<file path="config.mk">
export PLATFORM = sky130hd
export DESIGN_NAME = mem_read_arbiter_flat
export DESIGN_NICKNAME = d
export VERILOG_FILES = /design/src/rtl/mem_read_arbiter_if.sv /design/src/rtl/mem_read_arbiter.sv /design/src/flat_wrapper.sv
export SDC_FILE = /design/constraint.sdc
export NUM_CORES = 1
export LEC_CHECK = 0
export CAP_MARGIN = 20
export CORE_MARGIN = 5
export CORE_UTILIZATION = 48
export DETAILED_ROUTE_END_ITERATION = 16
export PLACE_DENSITY = 0.91
export REMOVE_ABC_BUFFERS = 1
export SLEW_MARGIN = 20
export SYNTH_ARGS = -nofsm -noshare
export SYNTH_HDL_FRONTEND = slang
export SYNTH_SLANG_ARGS = --single-unit
</file>
<file path="constraint.sdc">
create_clock -name clk -period 4.7 [get_ports clk]
set_clock_uncertainty 0.15 [all_clocks]
set_input_delay 0.94 -clock clk [delete_from_list [all_inputs] [get_ports clk]]
set_output_delay 0.94 -clock clk [all_outputs]
set_load 0.01 [all_outputs]
</file>
<file path="src/rtl/mem_read_arbiter_if.sv">
// Bundle between the read arbiter, its requester engines and the memory
// read port. The arbiter sits on the slave modport; requesters plus memory
// together form the master side.
// Optional feature macro: MEM_ARB_BOUNDS_CHECK_EN (adds adr_err).
interface mem_read_arbiter_if #(
  parameter int NUM_REQ = 4,
  parameter int ADR_W   = 8,
  parameter int DATA_W  = 32,
  parameter int LEN_W   = 8
);
  localparam int ID_W = $clog2(NUM_REQ);

  logic [NUM_REQ-1:0]       req;
  logic [NUM_REQ*ADR_W-1:0] start_adr;
  logic [NUM_REQ*LEN_W-1:0] len;
  logic [ADR_W-1:0]         rd_adr;
  logic [DATA_W-1:0]        rd_data;
  logic [NUM_REQ-1:0]       gnt;
  logic [DATA_W-1:0]        data_out;
  logic                     data_valid;
  logic [ID_W-1:0]          data_id;
  logic [NUM_REQ-1:0]       done;
  logic                     busy;
`ifdef MEM_ARB_BOUNDS_CHECK_EN
  logic                     adr_err;
`endif

  modport slave (
    input  req, start_adr, len, rd_data,
    output rd_adr, gnt, data_out, data_valid, data_id, done, busy
`ifdef MEM_ARB_BOUNDS_CHECK_EN
    , output adr_err
`endif
  );

  modport master (
    output req, start_adr, len, rd_data,
    input  rd_adr, gnt, data_out, data_valid, data_id, done, busy
`ifdef MEM_ARB_BOUNDS_CHECK_EN
    , input adr_err
`endif
  );
endinterface

</file>
<file path="src/rtl/mem_read_arbiter.sv">
// Round-robin arbiter sharing one combinational memory read port among
// NUM_REQ requesters. The winner receives a burst of len consecutive words
// from its start address as a registered stream tagged with its ID.
// Optional feature macro: MEM_ARB_BOUNDS_CHECK_EN -- words captured from an
// address >= MAX_MEM_SIZE are replaced by zero and flagged on adr_err.
//
// state | meaning
// IDLE  | no owner; arbitrate among pending requests
// BURST | rd_adr walks the owner's window, one word captured per cycle
// DONE  | single cycle: grant still held, done pulse to the owner
module mem_read_arbiter #(
  parameter int NUM_REQ      = 4,
  parameter int ADR_W        = 8,
  parameter int DATA_W       = 32,
  parameter int LEN_W        = 8,
  parameter int MAX_MEM_SIZE = 128
) (
  input  logic              clk,
  input  logic              rst_n,
  mem_read_arbiter_if.slave bus
);
  localparam int ID_W = $clog2(NUM_REQ);

  typedef enum logic [1:0] {IDLE, BURST, DONE} state_t;

  state_t               state_q, state_d;
  logic [ID_W-1:0]      ptr_q, ptr_d;
  logic [ID_W-1:0]      owner_q, owner_d;
  logic [ADR_W-1:0]     adr_q, adr_d;
  logic [LEN_W-1:0]     cnt_q, cnt_d;
  logic [LEN_W-1:0]     len_q, len_d;
  logic [NUM_REQ-1:0]   gnt_q, gnt_d;
  logic [NUM_REQ-1:0]   done_q, done_d;
  logic [DATA_W-1:0]    data_q, data_d;
  logic                 valid_q, valid_d;
  logic [ID_W-1:0]      id_q, id_d;
`ifdef MEM_ARB_BOUNDS_CHECK_EN
  logic                 err_q, err_d;
`endif

  logic                 found_hi, found_any;
  logic [ID_W-1:0]      win_hi, win_any, win;

  // Round-robin pick: lowest requester at or above the pointer, else lowest overall.
  always_comb begin
    found_hi  = 1'b0;
    found_any = 1'b0;
    win_hi    = '0;
    win_any   = '0;
    for (int i = NUM_REQ - 1; i >= 0; i--) begin
      if (bus.req[i]) begin
        found_any = 1'b1;
        win_any   = ID_W'(i);
        if (i >= int'(ptr_q)) begin
          found_hi = 1'b1;
          win_hi   = ID_W'(i);
        end
      end
    end
    win = found_hi ? win_hi : win_any;
  end

  // Next-state and next-register values for the burst sequencer.
  always_comb begin
    state_d = state_q;
    ptr_d   = ptr_q;
    owner_d = owner_q;
    adr_d   = adr_q;
    cnt_d   = cnt_q;
    len_d   = len_q;
    gnt_d   = gnt_q;
    done_d  = '0;
    data_d  = data_q;
    valid_d = 1'b0;
    id_d    = id_q;
`ifdef MEM_ARB_BOUNDS_CHECK_EN
    err_d   = 1'b0;
`endif
    case (state_q)
      IDLE: begin
        if (found_any) begin
          owner_d = win;
          gnt_d   = {{(NUM_REQ-1){1'b0}}, 1'b1} << win;
          adr_d   = bus.start_adr[win*ADR_W +: ADR_W];
          len_d   = bus.len[win*LEN_W +: LEN_W];
          cnt_d   = '0;
          if (len_d == '0) begin
            state_d = DONE;
            done_d  = gnt_d;
          end else begin
            state_d = BURST;
          end
        end
      end
      BURST: begin
`ifdef MEM_ARB_BOUNDS_CHECK_EN
        if (int'(adr_q) >= MAX_MEM_SIZE) begin
          data_d = '0;
          err_d  = 1'b1;
        end else begin
          data_d = bus.rd_data;
        end
`else
        data_d  = bus.rd_data;
`endif
        valid_d = 1'b1;
        id_d    = owner_q;
        adr_d   = adr_q + 1'b1;
        cnt_d   = cnt_q + 1'b1;
        if (cnt_q == len_q - 1'b1) begin
          state_d = DONE;
          done_d  = gnt_q;
        end
      end
      DONE: begin
        state_d = IDLE;
        gnt_d   = '0;
        adr_d   = '0;
        cnt_d   = '0;
        ptr_d   = (owner_q == ID_W'(NUM_REQ - 1)) ? '0 : owner_q + 1'b1;
      end
      default: state_d = IDLE;
    endcase
  end

  // State and datapath registers; reset aborts any burst without a done pulse.
  always_ff @(posedge clk or negedge rst_n) begin
    if (!rst_n) begin
      state_q <= IDLE;
      ptr_q   <= '0;
      owner_q <= '0;
      adr_q   <= '0;
      cnt_q   <= '0;
      len_q   <= '0;
      gnt_q   <= '0;
      done_q  <= '0;
      data_q  <= '0;
      valid_q <= 1'b0;
      id_q    <= '0;
`ifdef MEM_ARB_BOUNDS_CHECK_EN
      err_q   <= 1'b0;
`endif
    end else begin
      state_q <= state_d;
      ptr_q   <= ptr_d;
      owner_q <= owner_d;
      adr_q   <= adr_d;
      cnt_q   <= cnt_d;
      len_q   <= len_d;
      gnt_q   <= gnt_d;
      done_q  <= done_d;
      data_q  <= data_d;
      valid_q <= valid_d;
      id_q    <= id_d;
`ifdef MEM_ARB_BOUNDS_CHECK_EN
      err_q   <= err_d;
`endif
    end
  end

  assign bus.rd_adr     = (state_q == BURST) ? adr_q : '0;
  assign bus.gnt        = gnt_q;
  assign bus.done       = done_q;
  assign bus.data_out   = data_q;
  assign bus.data_valid = valid_q;
  assign bus.data_id    = id_q;
  assign bus.busy       = (state_q != IDLE);
`ifdef MEM_ARB_BOUNDS_CHECK_EN
  assign bus.adr_err    = err_q;
`endif
endmodule

</file>
<file path="src/flat_wrapper.sv">
// flat-port wrapper written by rule: the top's interface ports become plain ports
module mem_read_arbiter_flat 
#(
  parameter int NUM_REQ      = 4,
  parameter int ADR_W        = 8,
  parameter int DATA_W       = 32,
  parameter int LEN_W        = 8,
  parameter int MAX_MEM_SIZE = 128
)
  (clk, rst_n, bus_req, bus_start_adr, bus_len, bus_rd_data, bus_rd_adr, bus_gnt, bus_data_out, bus_data_valid, bus_data_id, bus_done, bus_busy);
  mem_read_arbiter_if #(.NUM_REQ(NUM_REQ), .ADR_W(ADR_W), .DATA_W(DATA_W), .LEN_W(LEN_W)) bus_i ();
  input  logic clk;
  input  logic rst_n;
  input wire logic [$bits(bus_i.req)-1:0] bus_req;
  input wire logic [$bits(bus_i.start_adr)-1:0] bus_start_adr;
  input wire logic [$bits(bus_i.len)-1:0] bus_len;
  input wire logic [$bits(bus_i.rd_data)-1:0] bus_rd_data;
  output wire logic [$bits(bus_i.rd_adr)-1:0] bus_rd_adr;
  output wire logic [$bits(bus_i.gnt)-1:0] bus_gnt;
  output wire logic [$bits(bus_i.data_out)-1:0] bus_data_out;
  output wire logic [$bits(bus_i.data_valid)-1:0] bus_data_valid;
  output wire logic [$bits(bus_i.data_id)-1:0] bus_data_id;
  output wire logic [$bits(bus_i.done)-1:0] bus_done;
  output wire logic [$bits(bus_i.busy)-1:0] bus_busy;
  assign bus_i.req = bus_req;
  assign bus_i.start_adr = bus_start_adr;
  assign bus_i.len = bus_len;
  assign bus_i.rd_data = bus_rd_data;
  assign bus_rd_adr = bus_i.rd_adr;
  assign bus_gnt = bus_i.gnt;
  assign bus_data_out = bus_i.data_out;
  assign bus_data_valid = bus_i.data_valid;
  assign bus_data_id = bus_i.data_id;
  assign bus_done = bus_i.done;
  assign bus_busy = bus_i.busy;
  mem_read_arbiter #(.NUM_REQ(NUM_REQ), .ADR_W(ADR_W), .DATA_W(DATA_W), .LEN_W(LEN_W), .MAX_MEM_SIZE(MAX_MEM_SIZE)) u_core (.clk(clk), .rst_n(rst_n), .bus(bus_i));
endmodule
</file>
---- Word level (Yosys, flattened, before mapping) ----
Cells that the tools add are included.
W data, S select, Z words.
storage, ports and cells
  register bits ........................... 73
  bits in latches ......................... 0
  RAM bits ................................ 0
  bits in read-only memories .............. 0
  output and inout bits ................... 52
  logic and storage cells ................. 74
  memories kept ........................... 0
cells by class
  add/subtract/negate cells ............... 4
  multipliers ............................. 0
  divide/modulo/power cells ............... 0
  order comparisons ....................... 3
  equality and inequality tests ........... 6
  shift operators ......................... 3
  muxes and demuxes ....................... 38
  bitwise operators ....................... 0
  reductions and logical operators ........ 9
operator list
  operator               number
  $shiftx A32 B6 Y8      2
  $pmux W8 S3            2
  $mux W2                15
  $mux W8                3
  $add A8 B1 Y8 const B  2
  $mux W4                4
  $pmux W4 S2            2
  $mux W1                11
  $eq A8 B8 Y1           1
  $logic_not A8 Y1       1
  $reduce_and A2 Y1      4
  $sub A8 B1 Y8 const B  1
  $eq A2 B2 Y1 const B   2
  $ge A1 B2 Y1 const A   2
  $ne A2 B1 Y1 const B   2
  $pmux W2 S2            1
  $reduce_bool A2 Y1     2
  $shl A1 B2 Y4 const A  1
  $reduce_bool A3 Y1     1
  $add A2 B1 Y2 const B  1
  $eq A2 B1 Y1 const B   1
  $ge A2 B2 Y1 const A   1
  $logic_not A2 Y1       1

---- Logic depth before layout (Yosys ltp) ----
  depth after elaboration ................. 13
  gate-level depth with buffers ........... 9
  gate-level depth less buffers ........... 9

---- Worst setup path before layout ----
Ideal clock, no wire load.
  kind .................................... input-to-reg
  start point ............................. input port bus_req[3]
  end point ............................... register u_core.adr_q[5]
  arrival time ............................ 2.618 ns
  data required time ...................... 4.415 ns
  setup slack ............................. 1.797 ns
  stages .................................. 8
  buffers on the path ..................... 3
  path through ............................ mux2i_1 > a221o_1 > buf_6 > buf_2 > buf_1 > mux2_2 > o211ai_1 > o211ai_1
between the ends
  word-level cells in the longest chain between the ends .. 11
  elaborated cells on any way between the ends .. 26
  classes of those cells .................. eq/ne: 1; shift: 1; mux: 23; reduce/logical: 1
RTL lines
  what                                RTL line                 RTL
  start: declaration                  flat_wrapper.sv:14       input wire logic [$bits(bus_i.req)-1:0] bus_req;
  $mux W2 or $mux W1 (tied branches)  mem_read_arbiter.sv:51   if (bus.req[i]) begin
  $mux W2 or $mux W1 (tied branches)  mem_read_arbiter.sv:54   if (i >= int'(ptr_q)) begin
  $mux W2 or $mux W1 (tied branches)  mem_read_arbiter.sv:51
  $mux W2 or $mux W1 (tied branches)  mem_read_arbiter.sv:54
  $mux W2 or $mux W1 (tied branches)  mem_read_arbiter.sv:51
  $mux W2 or $mux W1 (tied branches)  mem_read_arbiter.sv:54
  $mux W2 or $mux W1 (tied branches)  mem_read_arbiter.sv:51
  $mux W2                             mem_read_arbiter.sv:60   win = found_hi ? win_hi : win_any;
  $shiftx A32 B6 Y8                   mem_read_arbiter.sv:84   adr_d = bus.start_adr[win*ADR_W +: ADR_W];
  $mux W8                             mem_read_arbiter.sv:81   if (found_any) begin
  $pmux W8 S3                         mem_read_arbiter.sv:79   case (state_q)
  end signal: assignment              mem_read_arbiter.sv:147  adr_q <= adr_d;
  end: declaration                    mem_read_arbiter.sv:29   logic [ADR_W-1:0] adr_q, adr_d;
Several ways; a longest one is shown, not always the timed one. The select of a mux whose other input is x is not followed.
A chain may end at the register's enable or synchronous reset.

---- Worst setup path in the final report ----
  start point ............................. input port bus_req[3]
  end point ............................... register u_core.done_q[0] (netlist: u_core.bus.done[0])
between the ends
  word-level cells in the longest chain between the ends .. 13
  elaborated cells on any way between the ends .. 27
  classes of those cells .................. shift: 2; mux: 24; reduce/logical: 1
RTL lines
  what                                RTL line                 RTL
  $mux W2 or $mux W1 (tied branches)  mem_read_arbiter.sv:51
  $mux W2 or $mux W1 (tied branches)  mem_read_arbiter.sv:54
  $mux W2 or $mux W1 (tied branches)  mem_read_arbiter.sv:51
  $mux W2 or $mux W1 (tied branches)  mem_read_arbiter.sv:54
  $mux W2 or $mux W1 (tied branches)  mem_read_arbiter.sv:51
  $mux W2 or $mux W1 (tied branches)  mem_read_arbiter.sv:54
  $mux W2 or $mux W1 (tied branches)  mem_read_arbiter.sv:51
  $mux W2                             mem_read_arbiter.sv:60
  $shiftx A32 B6 Y8                   mem_read_arbiter.sv:85   len_d = bus.len[win*LEN_W +: LEN_W];
  $logic_not A8 Y1                    mem_read_arbiter.sv:87   if (len_d == '0) begin
  $mux W4                             mem_read_arbiter.sv:87
  $mux W4 *                           mem_read_arbiter.sv:81
  $pmux W4 S2 *                       mem_read_arbiter.sv:79
  net u_core.done_d[0]                mem_read_arbiter.sv:33   logic [NUM_REQ-1:0] done_q, done_d;
  end signal: assignment              mem_read_arbiter.sv:151  done_q <= done_d;
  end: declaration                    mem_read_arbiter.sv:33
The timed path passes the listed nets; every way through them passes the cells marked *.

==> flow_summary.toml <==
[floorplan]
core_mm2 = 0.00826
initial_core_util = 0.497
io_pins = 154
num_rows = 33
fp.dieW_um = 102
die_y_um = 102
dieArea_mm2 = 0.0105

[pwr]
p_seq_frac = 0.330
clockPowerShare = 0.148
sw_frac_of_total = 0.386
pwr-share-comb = 0.523
powerDensity_mw_per_mm2 = 580
p_leak_nw = 2.47
intPower_mw = 2.10
totalPowerFinal_mw = 3.42
ir_drop_mv = 0.351
switchingPower_mw = 1.32

[detailed_routing]
ant_nets = 0
drc = 0
met3_length_um = 1370
drt-wirelength-per-cell_um = 18.5
wl_met2_um = 5920
vias = 3626
drt-vias-per-instance = 5.61
firstDrtPassIters = 4
drt_wl_total_um = 11900
first_iter_violations = 177
top_layer_used = "met4"
m1WireLength_um = 4430

[logic_synthesis]
synthArstFlopShare = 1.00
synth_cell_types = 50
syn_inst = 387
synth_top_area_frac = 0.445
ys_seq_elements = 73
ys_warn_count = 0
ys_seq_area_frac = 0.445
syn_area_mm2 = 0.00410
synth_ff_type = "dfrtp_1"
synth_area_leaders = "dfrtp_1 45%, mux2_2 13%, mux2i_1 8.3%"
synth.avg_cell_area_um2 = 10.6
synth_top_area_cell = "dfrtp_1"
synth_edf_count = 0

[placed_design]
gp_congestion = 0.870
placed_cell_area_mm2 = 0.00570
dp.final_hpwl_um = 8870
pre_cts_ws_ns = 0.650
dp.cells = 630
portBuffers = 153

[setup_path]
cp_common_cell = "mux2i_1"
path_cells = "clkdlybuf4s50_1 > mux2i_1 > a221o_2 > mux2i_1 > mux2i_1 > nor4_4 > nand2_2 > o32ai_1"
path_max_fanout = 36
start_kind = "primary input"
path_class = "in2reg"
crit_path_max_incr_delay_ns = 0.85
reg2reg_from = "u_core.ptr_q[1]$_DFFE_PN0P_"
cp.required_ns = 4.78
ff2ff_setup_slack_ns = 1.50
critPathLaunch = "bus_req[3]"
crit_arrival_ns = 3.84
crit_slowest_cell = "a221o_2"
worstSetupEndpointType = "flip-flop"

[cts]
post_cts_resized = 0
clock-root-buffer = "clkbuf_8"
numClockSinks = 73
post_cts_buffers = 0
cts_tree = "built"
hold_buffers = 0
clock_latency_ns = 0.36
htreeDepth = 3
clockBufferDepth = 2
cts_buffers = 9
clk_pin_slew_ns = 0.08

[sta]
post-route-period-util = 0.800
tns_ns = 0
hold_viol_final = 0
setup_ws_ns = 0.938
rsz0062_at_grt = "no"
setup_viol = 0
fin_hold_ws_ns = 0.363
fin_crit_ns = 3.76
slew_viol_final = 0
tightestPinTransition_ns = 0.980
slew_headroom = 0.346
fmax_ghz = 0.266

[global_route]
track_usage = 0.237
grt_max_degree = 74
antenna_found_initial = 0
grt_pass1_wl_um = 19300
overflow = 0
grt_pass1_vias = 3937

[final_layout]
final_area_mm2 = 0.00589
final_nets = 646
layout.cells.non_filler = 646
diodes = 0
area_growth_pct = 43.7
fin_util = 0.714
layout-drive-gt1-share = 0.142

[outcome]
status = "finished clean"

[hold_path]
hold_path_startpoint = "u_core.bus.data_out[27]$_DFFE_PN0P_"
min_path_type = "reg2reg"

[run]
maxCapViolations = 0
power by group through the flow:
stage / sequential [mW] / clock, mW / combinational, mW
floorplan: 1.16 / 0 / 0.972
global placement: 1.11 / 0 / 1.72
detailed placement: 1.13 / 0 / 1.78
CTS: 1.12 / 0.512 / 1.80
global route: 1.17 / 0.536 / 1.95
finish: 1.13 / 0.505 / 1.79
metal layers:
layer / up-vias / global-route usage
met2: 159 / 0.403
met1: 1737 / 0.267
li1: 1711 / -
met5: - / 0
met3: 19 / 0.0969
met4: 0 / 0.0838
kinds of logic after synthesis:
kind of cell | count (synthesis) | synth area share
fa+ha+maj | 8 | 0.0244
buf+inv | 32 | 0.0363
mux | 80 | 0.209
compound gates | 75 | 0.127
simple gates | 112 | 0.142
flops | 73 | 0.445
xor+xnor | 7 | 0.0149
critical path, delay by kind of cell:
family / cells / cell delay (ns)
compound gates: 2 / 1.22
buf+inv: 1 / 0.49
mux: 3 / 0.69
simple gates: 2 / 0.47
synthesized netlist by cell type, types with 2 or more instances:
library cell,instances
or3_1,2
a221oi_1,2
o21ai_0,19
o41ai_1,3
a22o_1,5
nand4b_1,3
a211oi_1,6
o31ai_1,4
mux2i_1,34
or4_1,2
nand2b_1,4
o32ai_1,4
a221o_1,2
nor4_4,2
nand3_1,8
dfrtp_1,73
or2_2,4
xor2_1,4
nor2b_1,2
nand2_1,43
xnor2_1,3
nor3_1,10
and2_0,2
mux2_2,46
and2_1,9
nor4_1,2
ha_1,8
nor2_1,14
buf_1,5
o211ai_1,8
nor3b_1,2
a32o_1,2
clkbuf_1,11
a21oi_1,10
a21o_1,3
inv_1,12
worst paths after layout:
kind,to,cells past startpoint
max,u_core.bus.done[0]$_DFF_PN0_,8
min,u_core.bus.data_out[27]$_DFFE_PN0P_,1
max reg2reg,u_core.bus.done[0]$_DFF_PN0_,7
min reg2reg,u_core.bus.data_out[27]$_DFFE_PN0P_,1
max in group asynchronous,u_core.owner_q[0]$_DFFE_PN0P_,1
min in group asynchronous,u_core.cnt_q[3]$_DFFE_PN0P_,1
state kept, by name, indices dropped and copies added, names as in the netlist:
| signal | flops |
|---|---|
| u_core.bus.data_out | 32 |
| u_core.bus.data_valid | 1 |
| u_core.bus.done | 4 |
| u_core.adr_q | 8 |
| u_core.len_q | 8 |
| u_core.cnt_q | 8 |
| u_core.owner_q | 2 |
| u_core.bus.data_id | 2 |
| u_core.bus.gnt | 4 |
| u_core.state_q | 2 |
| u_core.ptr_q | 2 |
cell usage in the layout (no fill, tap or decap), types with 5 or more instances in the layout:
master | netlist | routed
o211ai_1 | 8 | 8
clkdlybuf4s50_1 | 0 | 152
a211oi_1 | 6 | 6
a22o_1 | 5 | 5
mux2_2 | 46 | 46
nor3_1 | 10 | 10
and2_1 | 9 | 9
nand2_1 | 43 | 43
a21oi_1 | 10 | 10
o21ai_0 | 19 | 19
inv_1 | 12 | 12
clkbuf_8 | 0 | 9
mux2i_1 | 34 | 34
ha_1 | 8 | 7
nand3_1 | 8 | 8
dfrtp_1 | 73 | 73
nor2_1 | 14 | 14
buf_4 | 1 | 6
area by class of cell:
type / instances / area (µm²)
Multi-Input combinational cell: 282 / 2130
Fill cell: 561 / 2360
Tap cell: 105 / 131
Clock buffer: 10 / 128
Inverter: 12 / 45.0
Clock inverter: 6 / 67.6
Timing Repair Buffer: 158 / 1570
Sequential cell: 73 / 1830
Power figures use the tool's default switching activity.
